**config.mk**
```make
export PLATFORM = sky130hd
export DESIGN_NAME = issue_scoreboard
export DESIGN_NICKNAME = d
export VERILOG_FILES = /design/src/rtl/issue_scoreboard_pkg.sv /design/src/rtl/issue_scoreboard_mul_occupancy_counter.sv /design/src/rtl/issue_scoreboard.sv
export SDC_FILE = /design/constraint.sdc
export NUM_CORES = 1
export LEC_CHECK = 0
export BUFFER_PORTS_ARGS = -buffer_cell sky130_fd_sc_hd__buf_2
export CELL_PAD_IN_SITES_DETAIL_PLACEMENT = 1
export CELL_PAD_IN_SITES_GLOBAL_PLACEMENT = 1
export CORE_ASPECT_RATIO = 0.6
export CORE_MARGIN = 1.5
export CORE_UTILIZATION = 38
export CTS_CLUSTER_DIAMETER = 50
export DETAILED_ROUTE_END_ITERATION = 10
export PLACE_DENSITY = 0.82
export SYNTH_ARGS = -nofsm -noshare
export SYNTH_HDL_FRONTEND = slang
export SYNTH_SLANG_ARGS = --single-unit
```
**constraint.sdc**
```tcl
create_clock -name clk -period 2.6 [get_ports clk]
set_clock_uncertainty 0.2 [all_clocks]
set_input_delay 0.26 -clock clk [delete_from_list [all_inputs] [get_ports clk]]
set_output_delay 0.26 -clock clk [all_outputs]
set_load 0.005 [all_outputs]
```
**src/rtl/issue_scoreboard_pkg.sv**
```systemverilog
// Shared constants and types for the in-order issue scoreboard.
// Holds the architectural sizes, default multiplier occupancy and opcode values.
// Decoder-side opcode constants live here so every stage agrees on encodings.
package issue_scoreboard_pkg;

   localparam int WORD_SIZE           = 32;
   localparam int ARCH_REG_INDEX_SIZE = 5;
   localparam int NUM_REGS            = 32;
   localparam int MUL_LATENCY         = 4;

   localparam logic [6:0] OPCODE_OP     = 7'b0110011;
   localparam logic [6:0] OPCODE_OP_IMM = 7'b0010011;
   localparam logic [6:0] OPCODE_LOAD   = 7'b0000011;
   localparam logic [6:0] OPCODE_STORE  = 7'b0100011;
   localparam logic [6:0] OPCODE_BRANCH = 7'b1100011;
   localparam logic [6:0] OPCODE_JAL    = 7'b1101111;

   // Reasons an instruction may be held in decode.
   typedef struct packed {
      logic raw;
      logic waw;
      logic mul;
   } hazard_t;

   // Counter width able to hold the value lat (lat itself is loaded).
   function automatic int occ_cnt_width(input int lat);
      return $clog2(lat + 1);
   endfunction

endpackage

```
**src/rtl/issue_scoreboard_mul_occupancy_counter.sv**
```systemverilog
// Occupancy tracker for a non-pipelined multi-cycle unit.
// Latency: busy rises the cycle after load and stays high for LATENCY cycles.
// Backpressure: none internally; the caller must not load while busy.
// Ports: clk, rst_n (async active-low), flush (clears), load (start op), busy.
module mul_occupancy_counter
   import issue_scoreboard_pkg::*;
#(
   parameter int LATENCY = 4,
   parameter int CNT_W   = occ_cnt_width(LATENCY)
) (
   input  logic clk,
   input  logic rst_n,
   input  logic flush,
   input  logic load,
   output logic busy
);

   logic [CNT_W-1:0] cnt_q;
   logic [CNT_W-1:0] cnt_d;

   always_comb begin
      cnt_d = cnt_q;
      if (flush) begin
         cnt_d = '0;
      end else if (load) begin
         cnt_d = CNT_W'(LATENCY);
      end else if (cnt_q != '0) begin
         cnt_d = cnt_q - CNT_W'(1);
      end
   end

   always_ff @(posedge clk or negedge rst_n) begin
      if (!rst_n) begin
         cnt_q <= '0;
      end else begin
         cnt_q <= cnt_d;
      end
   end

   assign busy = (cnt_q != '0);

endmodule

```
**src/rtl/issue_scoreboard.sv**
```systemverilog
// In-order issue controller: holds decode on RAW/WAW hazards or a busy multiplier.
// Latency: issue/stall are combinational; register busy bits update at the next edge.
// Backpressure: stalls when ex_ready is low; decode must hold its instruction while stall.
// Ports: dec_* (decoded instruction + use flags), ex_ready, wb_valid/wb_rd (release),
//        flush, issue/stall (handshake to execute/decode), mul_busy, pending (debug bitmap).
module issue_scoreboard
   import issue_scoreboard_pkg::*;
#(
   parameter int NUM_REGS    = issue_scoreboard_pkg::NUM_REGS,
   parameter int REG_IDX_W   = ARCH_REG_INDEX_SIZE,
   parameter int MUL_LATENCY = issue_scoreboard_pkg::MUL_LATENCY
) (
   input  logic                 clk,
   input  logic                 rst_n,
   input  logic                 dec_valid,
   input  logic [REG_IDX_W-1:0] dec_rs1,
   input  logic [REG_IDX_W-1:0] dec_rs2,
   input  logic [REG_IDX_W-1:0] dec_rd,
   input  logic                 dec_uses_rs1,
   input  logic                 dec_uses_rs2,
   input  logic                 dec_writes_rd,
   input  logic                 dec_is_mul,
   input  logic                 ex_ready,
   input  logic                 wb_valid,
   input  logic [REG_IDX_W-1:0] wb_rd,
   input  logic                 flush,
   output logic                 issue,
   output logic                 stall,
   output logic                 mul_busy,
   output logic [NUM_REGS-1:0]  pending
);

   logic [NUM_REGS-1:0] pending_q;
   logic [NUM_REGS-1:0] pending_d;
   logic [NUM_REGS-1:0] clr_wb;
   logic [NUM_REGS-1:0] eff;
   hazard_t             haz;
   logic                set_rd;

   always_comb begin
      clr_wb = '0;
      if (wb_valid) begin
         clr_wb[wb_rd] = 1'b1;
      end
      // A writeback landing this cycle is already visible through the
      // register-file write-through, so it no longer blocks a consumer.
      eff = pending_q & ~clr_wb;

      haz.raw = (dec_uses_rs1 & eff[dec_rs1]) | (dec_uses_rs2 & eff[dec_rs2]);
      haz.waw = dec_writes_rd & (dec_rd != '0) & eff[dec_rd];
      haz.mul = dec_is_mul & mul_busy;

      issue  = dec_valid & ex_ready & ~flush & ~(|haz);
      stall  = dec_valid & ~issue;
      set_rd = issue & dec_writes_rd & (dec_rd != '0);

      if (flush) begin
         pending_d = '0;
      end else begin
         // Clear first, then set: a new producer of rd outranks the
         // retiring older write to the same register.
         pending_d = pending_q & ~clr_wb;
         if (set_rd) begin
            pending_d[dec_rd] = 1'b1;
         end
      end
      pending_d[0] = 1'b0;
   end

   always_ff @(posedge clk or negedge rst_n) begin
      if (!rst_n) begin
         pending_q <= '0;
      end else begin
         pending_q <= pending_d;
      end
   end

   assign pending = pending_q;

   mul_occupancy_counter #(
      .LATENCY (MUL_LATENCY)
   ) u_mul_occ (
      .clk   (clk),
      .rst_n (rst_n),
      .flush (flush),
      .load  (issue & dec_is_mul),
      .busy  (mul_busy)
   );

endmodule

```
# Yosys cells after proc, flatten, opt, wreduce, memory -nomap -nowiden
# Index checks and enable logic that the tools add are counted.
# op_classes
n_addsub,1
order_cmp,6
n_mux,16
bitwise,19
n_reduce_logical,6
# op_table
operator,count
$mux 32,3
$and 32x32->32,1
$not 32->32,1
$or 32x32->32,1
$lt 5x6->1 const B,4
$bmux 1 s5,3
$and 1x1->1,12
$demux 1 s5,2
$ge 5x1->1 const B,2
$mux 3,3
$reduce_bool 3->1,2
$mux 1,5
$reduce_bool 5->1,1
$not 1->1,3
$reduce_or 3->1,1
$sub 3x1->3 const B,1
$logic_and 1x1->1,2
$or 1x1->1,1
# totals
ff_bits,34
in_bits,30
out_inout_bits,35
wordCells,50

# Longest topological paths before layout
# logic_depth
depth_word,18
mapped_depth,11
mapped_depth_nobuf,8

# Cells and area by module
# A second synthesis with hierarchy kept.
# hier_totals
hier_cells,406
area_unflattened_um2,3427.0
# modules_own_cells
mod,instances,cells_per_inst,area_per_inst_um2,seq_area_each_um2
issue_scoreboard,1,390,3249.4,775.7
mul_occupancy_counter,1,16,177.7,75.1

# Worst setup path before layout
# OpenSTA, ideal clock, no wires.
# synth_path
kind,input -> output
from,input wb_rd[3]
to,output stall
arrival_ns,2.173
required_ns,2.140
setup_slack_ns,-0.033
cell_stages,7
path_buffers,1
path_cell_list,or4b_4 -> a2111oi_4 -> a41oi_1 -> nor4_2 -> nand3_2 -> buf_6 -> and2_1
# synth_via
elab_chain_cells,16
elab_cells_between_ends,23
cone_classes,order compare (2); mux (9); bitwise (10); reduce/logical (2)
# synth_rtl
element,line,source
from (decl),issue_scoreboard.sv:25,"input logic [REG_IDX_W-1:0] wb_rd,"
$lt 5x6->1 (implied by the code) or $ge 5x1->1 (tied branches),issue_scoreboard.sv:43,clr_wb[wb_rd] = 1'b1;
$logic_and 1x1->1 (implied by the code),issue_scoreboard.sv:43,
$mux 1 (implied by the code),issue_scoreboard.sv:43,
$demux 1 s5 (*),issue_scoreboard.sv:43,
$mux 32 (*),issue_scoreboard.sv:42,if (wb_valid) begin
$not 32->32 (*),issue_scoreboard.sv:47,eff = pending_q & ~clr_wb;
$and 32x32->32 (*),issue_scoreboard.sv:47,
$bmux 1 s5,issue_scoreboard.sv:49,haz.raw = (dec_uses_rs1 & eff[dec_rs1]) | (dec_uses_rs2 & eff[dec_rs2]);
$mux 1 (implied by the code),issue_scoreboard.sv:49,
$and 1x1->1,issue_scoreboard.sv:49,
$or 1x1->1,issue_scoreboard.sv:49,
$reduce_or 3->1 (*),issue_scoreboard.sv:53,issue = dec_valid & ex_ready & ~flush & ~(|haz);
$not 1->1 (*),issue_scoreboard.sv:53,
$and 1x1->1 (*),issue_scoreboard.sv:53,
$not 1->1 (*),issue_scoreboard.sv:54,stall = dec_valid & ~issue;
$and 1x1->1 (*),issue_scoreboard.sv:54,
to (decl),issue_scoreboard.sv:28,"output logic stall,"
# Every way passes the cells marked *; elsewhere a longest branch is shown, timed or not. The select of a mux whose other input is x is not followed.

# Worst setup path after layout
# layout_path
from,input wb_rd[4]
to,"register pending_q[19], in the netlist pending[19]"
# layout_via
elab_chain_cells,18
elab_cells_between_ends,26
cone_classes,order compare (2); mux (11); bitwise (11); reduce/logical (2)
# layout_rtl
element,line,source
$lt 5x6->1 (implied by the code) or $ge 5x1->1 (tied branches),issue_scoreboard.sv:43,
$logic_and 1x1->1 (implied by the code),issue_scoreboard.sv:43,
$mux 1 (implied by the code),issue_scoreboard.sv:43,
$demux 1 s5 (*),issue_scoreboard.sv:43,
$mux 32 (*),issue_scoreboard.sv:42,
$not 32->32 (*),"issue_scoreboard.sv:47, issue_scoreboard.sv:62",
$and 32x32->32 (*),"issue_scoreboard.sv:47, issue_scoreboard.sv:62",
$bmux 1 s5,issue_scoreboard.sv:49,
[2 not listed],--,
$or 1x1->1,issue_scoreboard.sv:49,
$reduce_or 3->1,issue_scoreboard.sv:53,
$not 1->1,issue_scoreboard.sv:53,
$and 1x1->1,issue_scoreboard.sv:53,
$and 1x1->1 (2 in series),issue_scoreboard.sv:55,set_rd = issue & dec_writes_rd & (dec_rd != '0);
$mux 32 (*),issue_scoreboard.sv:63,if (set_rd) begin
$mux 32 (*),issue_scoreboard.sv:57,if (flush) begin
via pending_d[19],issue_scoreboard.sv:34,logic [NUM_REGS-1:0] pending_d;
to (signal assigned),issue_scoreboard.sv:74,pending_q <= pending_d;
to (decl),issue_scoreboard.sv:33,logic [NUM_REGS-1:0] pending_q;
# Mark *: on every way through the listed nets, which the timed path passes. The rest lies on a longest branch. The select of a mux whose other input is x is not followed.
# A chain may end at the register's enable or synchronous reset.

==> results by group <==
Status
  • Status: complete, but fails checks
  • Failing checks: negative setup slack

Timing
  • Final setup vio count: 36
  • Peak Freq: approximately 0.34 GHz
  • Final hold vios: 0
  • Worst-margin pin slew: 901 ps
  • Period utilisation layout: 1.14
  • Rel. slew slack: 0.398
  • Worst setup margin: -366 ps
  • Fin. max-slew vios: 0
  • Fin crit period: just under 3000 ps
  • RSZ-0062 raised after global routing: yes

Finish
  • Diodes inserted: 0
  • Non-Filler Instances: 680
  • Final #Nets: 601
  • Reg area: 853 sq um
  • Area delta synth->final: 60.0%
  • Layout cells sized above 1: 0.496
  • Layout fillers: between 1000 and 1500
  • Multi-input gate area: 0.00262 sq mm
  • Post-layout utilization of the core: 0.625

Power
  • Gate power share: 0.362
  • Power Internal: ~0.0012 W
  • Sw Ratio: 0.354
  • Clk pwr share: 0.335
  • Reg power frac: 0.303
  • Power per cell area: 347 mW/mm^2
  • Worst vdd ir: 0.000286 V
  • P_leak: between 2 and 2.5 nW
  • Switching pwr: between 0.0006 and 0.0007 W

Clock network
  • Clk buf depth: 2
  • CTS tree: yes
  • CTS buffer count: 5
  • Clock root cell: clkbuf_16
  • Clock slew seen by the registers of the worst setup and hold paths: 60 ps
  • CTS sink count: 34
  • Worst-skew pair later-pin latency: around 290 ps
  • # H-tree levels: 2

Detailed routing
  • Post-DRT Antenna Nets: 0
  • Routed Wire Length: 20200 um
  • WL met2: 8930 um
  • Per-cell routed wire length: 29.7 um
  • Met1 wire length: 7950 um
  • Number of DRC markers in iteration 0: 702
  • Routed vias: 4829
  • # DRC: 0
  • Router iterations before antenna repair: 5
  • WL met3: 2450 um
  • Vias/cell: 7.10
  • DR top layer: met4

Setup path
  • Slowest-stage cell, CP: a221oi_2
  • Worst path cell trace: buf_2 > nand4b_1 > o21ai_0 > a221oi_2 > and4_1 > nand4_1 > and4_4 > buf_6 > buf_12 > buf_12 > a31o_2
  • CP required: about 2600 ps
  • CP most frequent cell: buf_12
  • Worst Setup Path Type: primary input to register
  • Critical path arrival: 2940 ps
  • Crit-path max cell delay: 440 ps
  • Crit path max fanout: 10
  • CP endpoint kind: register
  • Startpoint types: primary input

Place
  • Routability cong.: 1.05
  • Port bufs: 63
  • Hpwl dp: 13100 um
  • Inst Count DP: 654

Synth
  • Post-Syn Area: 0.00333 sq mm
  • Synth warnings: 0
  • Post-synthesis cell type count: 70
  • Share of async-settable or async-resettable flops after synthesis: 1.00
  • Share of the yosys chip area belonging to registers: 0.255
  • Flip-flop and latch count after synthesis: 34
  • Synth Instances: 389
  • Syn_nets: 421
  • Post-synth EDFFs: 0
  • Post-synth top flop: dfrtp_1
  • Top post-synthesis cells by area: dfrtp_1 26%, mux2i_1 9.0%, o21ai_0 4.2%, nor2_1 3.7%, mux4_2 3.4%
  • Cell taking the most area after synthesis: dfrtp_1
  • Synth top area share: 0.255
  • Syn_area_per_cell: 8.57 sq um

Floorplan
  • Core area: 0.00852 sq mm
  • Die Area: 0.00936 sq mm
  • Total I/O pin count: 65
  • Rows: 26
  • Die Wd: around 120 um
  • Initial core utilization: 0.391
  • Die Y-Extent: about 76 um

GRT
  • Grt ovf: 0
  • Largest net degree at the start of global routing: 35
  • First-pass GRT wire length: roughly 28000 um
  • Number of global-route vias before repair: ~4600
  • GRT Total Usage: 0.413
  • Antenna violations before repair: 1

Flow run
  • Max cap viols: 0

Hold path
  • Hold WC Path Type: primary input to register
through the flow:
step | cell area, sq um | total power [W] | hold WS [ps] | setup slack [ps] | setup TNS (ps)
2_1_floorplan | 3340 | 0.000836 | -236 | 25.2 | 0
3_3_place_gp | 4560 | 0.00107 | 172 | -324 | -8980
3_5_place_dp | 4560 | 0.00110 | 204 | -489 | -14790
4_1_cts | 5180 | 0.00177 | 192 | -324 | -6940
5_1_grt | 5330 | 0.00189 | 239 | -510 | -13550
6_report | 5330 | 0.00185 | 226 | -366 | -8980
final cells by class:
type                    instances  area share
clock buffers                   6      0.0261
inverters                      13     0.00986
multi-input cells             310       0.492
flip-flops and latches         34       0.160
well taps                     112      0.0263
repair buffers                205       0.286
flip-flops by register name, indices dropped and copies added, names as in the netlist:
register and count:
pending 31, u_mul_occ.cnt_q 3
power by group through the flow:
stage	Clock [W]	Sequential, W	Combinational [W]
3_5_place_dp	0	0.000569	0.000532
4_1_cts	0.000609	0.000559	0.000602
6_report	0.000619	0.000560	0.000669
3_3_place_gp	0	0.000567	0.000500
2_1_floorplan	0	0.000566	0.000270
5_1_grt	0.000632	0.000561	0.000698
worst max-delay path, delay by kind of cell:
kind                   cells  cell delay (ps)
AO/OA/AOI/OAI              3              940
AND/OR/NAND/NOR            4             1160
buffers and inverters      4              580
placed cells by master (no fill, tap or decap), types with 4 or more instances in the layout:
master     count
nor2_1        33
nand4_1        4
buf_6          8
buf_4        128
nand3b_1       5
o21ai_0       25
nand2_1       16
inv_1          9
o31ai_1        4
nand2b_1       7
nand3_1       14
buf_2         61
o31ai_4        8
clkbuf_16      5
dfrtp_1       32
a211oi_1       4
a311oi_1       6
mux2i_1       27
o32ai_2        4
nor2b_1        7
a311oi_2       5
o211ai_1       8
mux4_2         5
a21oi_1        9
a31o_2         8
o2bb2ai_1      5
nor3_1        16
cell usage after synthesis (3+ instances only):
| cell type | count |
|---|---|
| dfrtp_1 | 34 |
| nand4b_1 | 3 |
| o2bb2ai_1 | 6 |
| nand2b_1 | 9 |
| a21oi_1 | 9 |
| nand2_1 | 16 |
| o2111ai_1 | 3 |
| and4_1 | 3 |
| nor2_1 | 33 |
| buf_2 | 11 |
| clkbuf_1 | 15 |
| buf_4 | 3 |
| or3_1 | 3 |
| mux4_2 | 5 |
| nand3_1 | 14 |
| o211ai_1 | 8 |
| nand4_1 | 4 |
| o31ai_1 | 13 |
| a211oi_1 | 4 |
| mux2i_1 | 30 |
| o32ai_1 | 9 |
| xnor2_1 | 4 |
| nand3b_1 | 5 |
| and4bb_2 | 3 |
| a311oi_1 | 11 |
| inv_1 | 10 |
| and4b_1 | 3 |
| nor2b_1 | 7 |
| nor3_1 | 16 |
| o21ai_0 | 28 |
| a31o_2 | 8 |
| clkinv_1 | 3 |
| a32o_1 | 3 |
| nor3b_1 | 3 |
path summary, 6_finish.rpt:
check	start	to	slack, ps	cells past startpoint
max	wb_rd[4]	pending[19]	-370	11
min	flush	pending[16]	230	3
max reg2reg	pending[2]	pending[19]	-350	12
min reg2reg	pending[20]	pending[20]	480	1
max in group asynchronous	rst_n	pending[20]	1130	2
min in group asynchronous	rst_n	pending[15]	440	2
what timing repair did:
item,CTS,global route
hold buffers,1,0
gates resized for setup,53,29
endpoints found under the setup margin,36,36
gates cloned,3,0
setup buffers,12,5
pin swaps,15,17
hold endpoints to repair,34,0
per-layer routing:
layer / vias to the layer above / global-route usage
met5: - / 0
met4: 0 / 0.142
met3: 115 / 0.123
met2: 463 / 0.649
met1: 2352 / 0.548
li1: 1899 / -
kinds of logic after synthesis:
group / Yosys count / share of synthesized area
adder cells (fa/ha/maj): 2 / 0.00751
XOR/XNOR: 6 / 0.0158
multiplexers: 37 / 0.131
AND/OR/NAND/NOR: 139 / 0.243
other: 1 / 0.00113
flip-flops: 34 / 0.255
buffers and inverters: 45 / 0.0661
AO/OA/AOI/OAI: 125 / 0.281
Power figures use the tool's default switching activity.
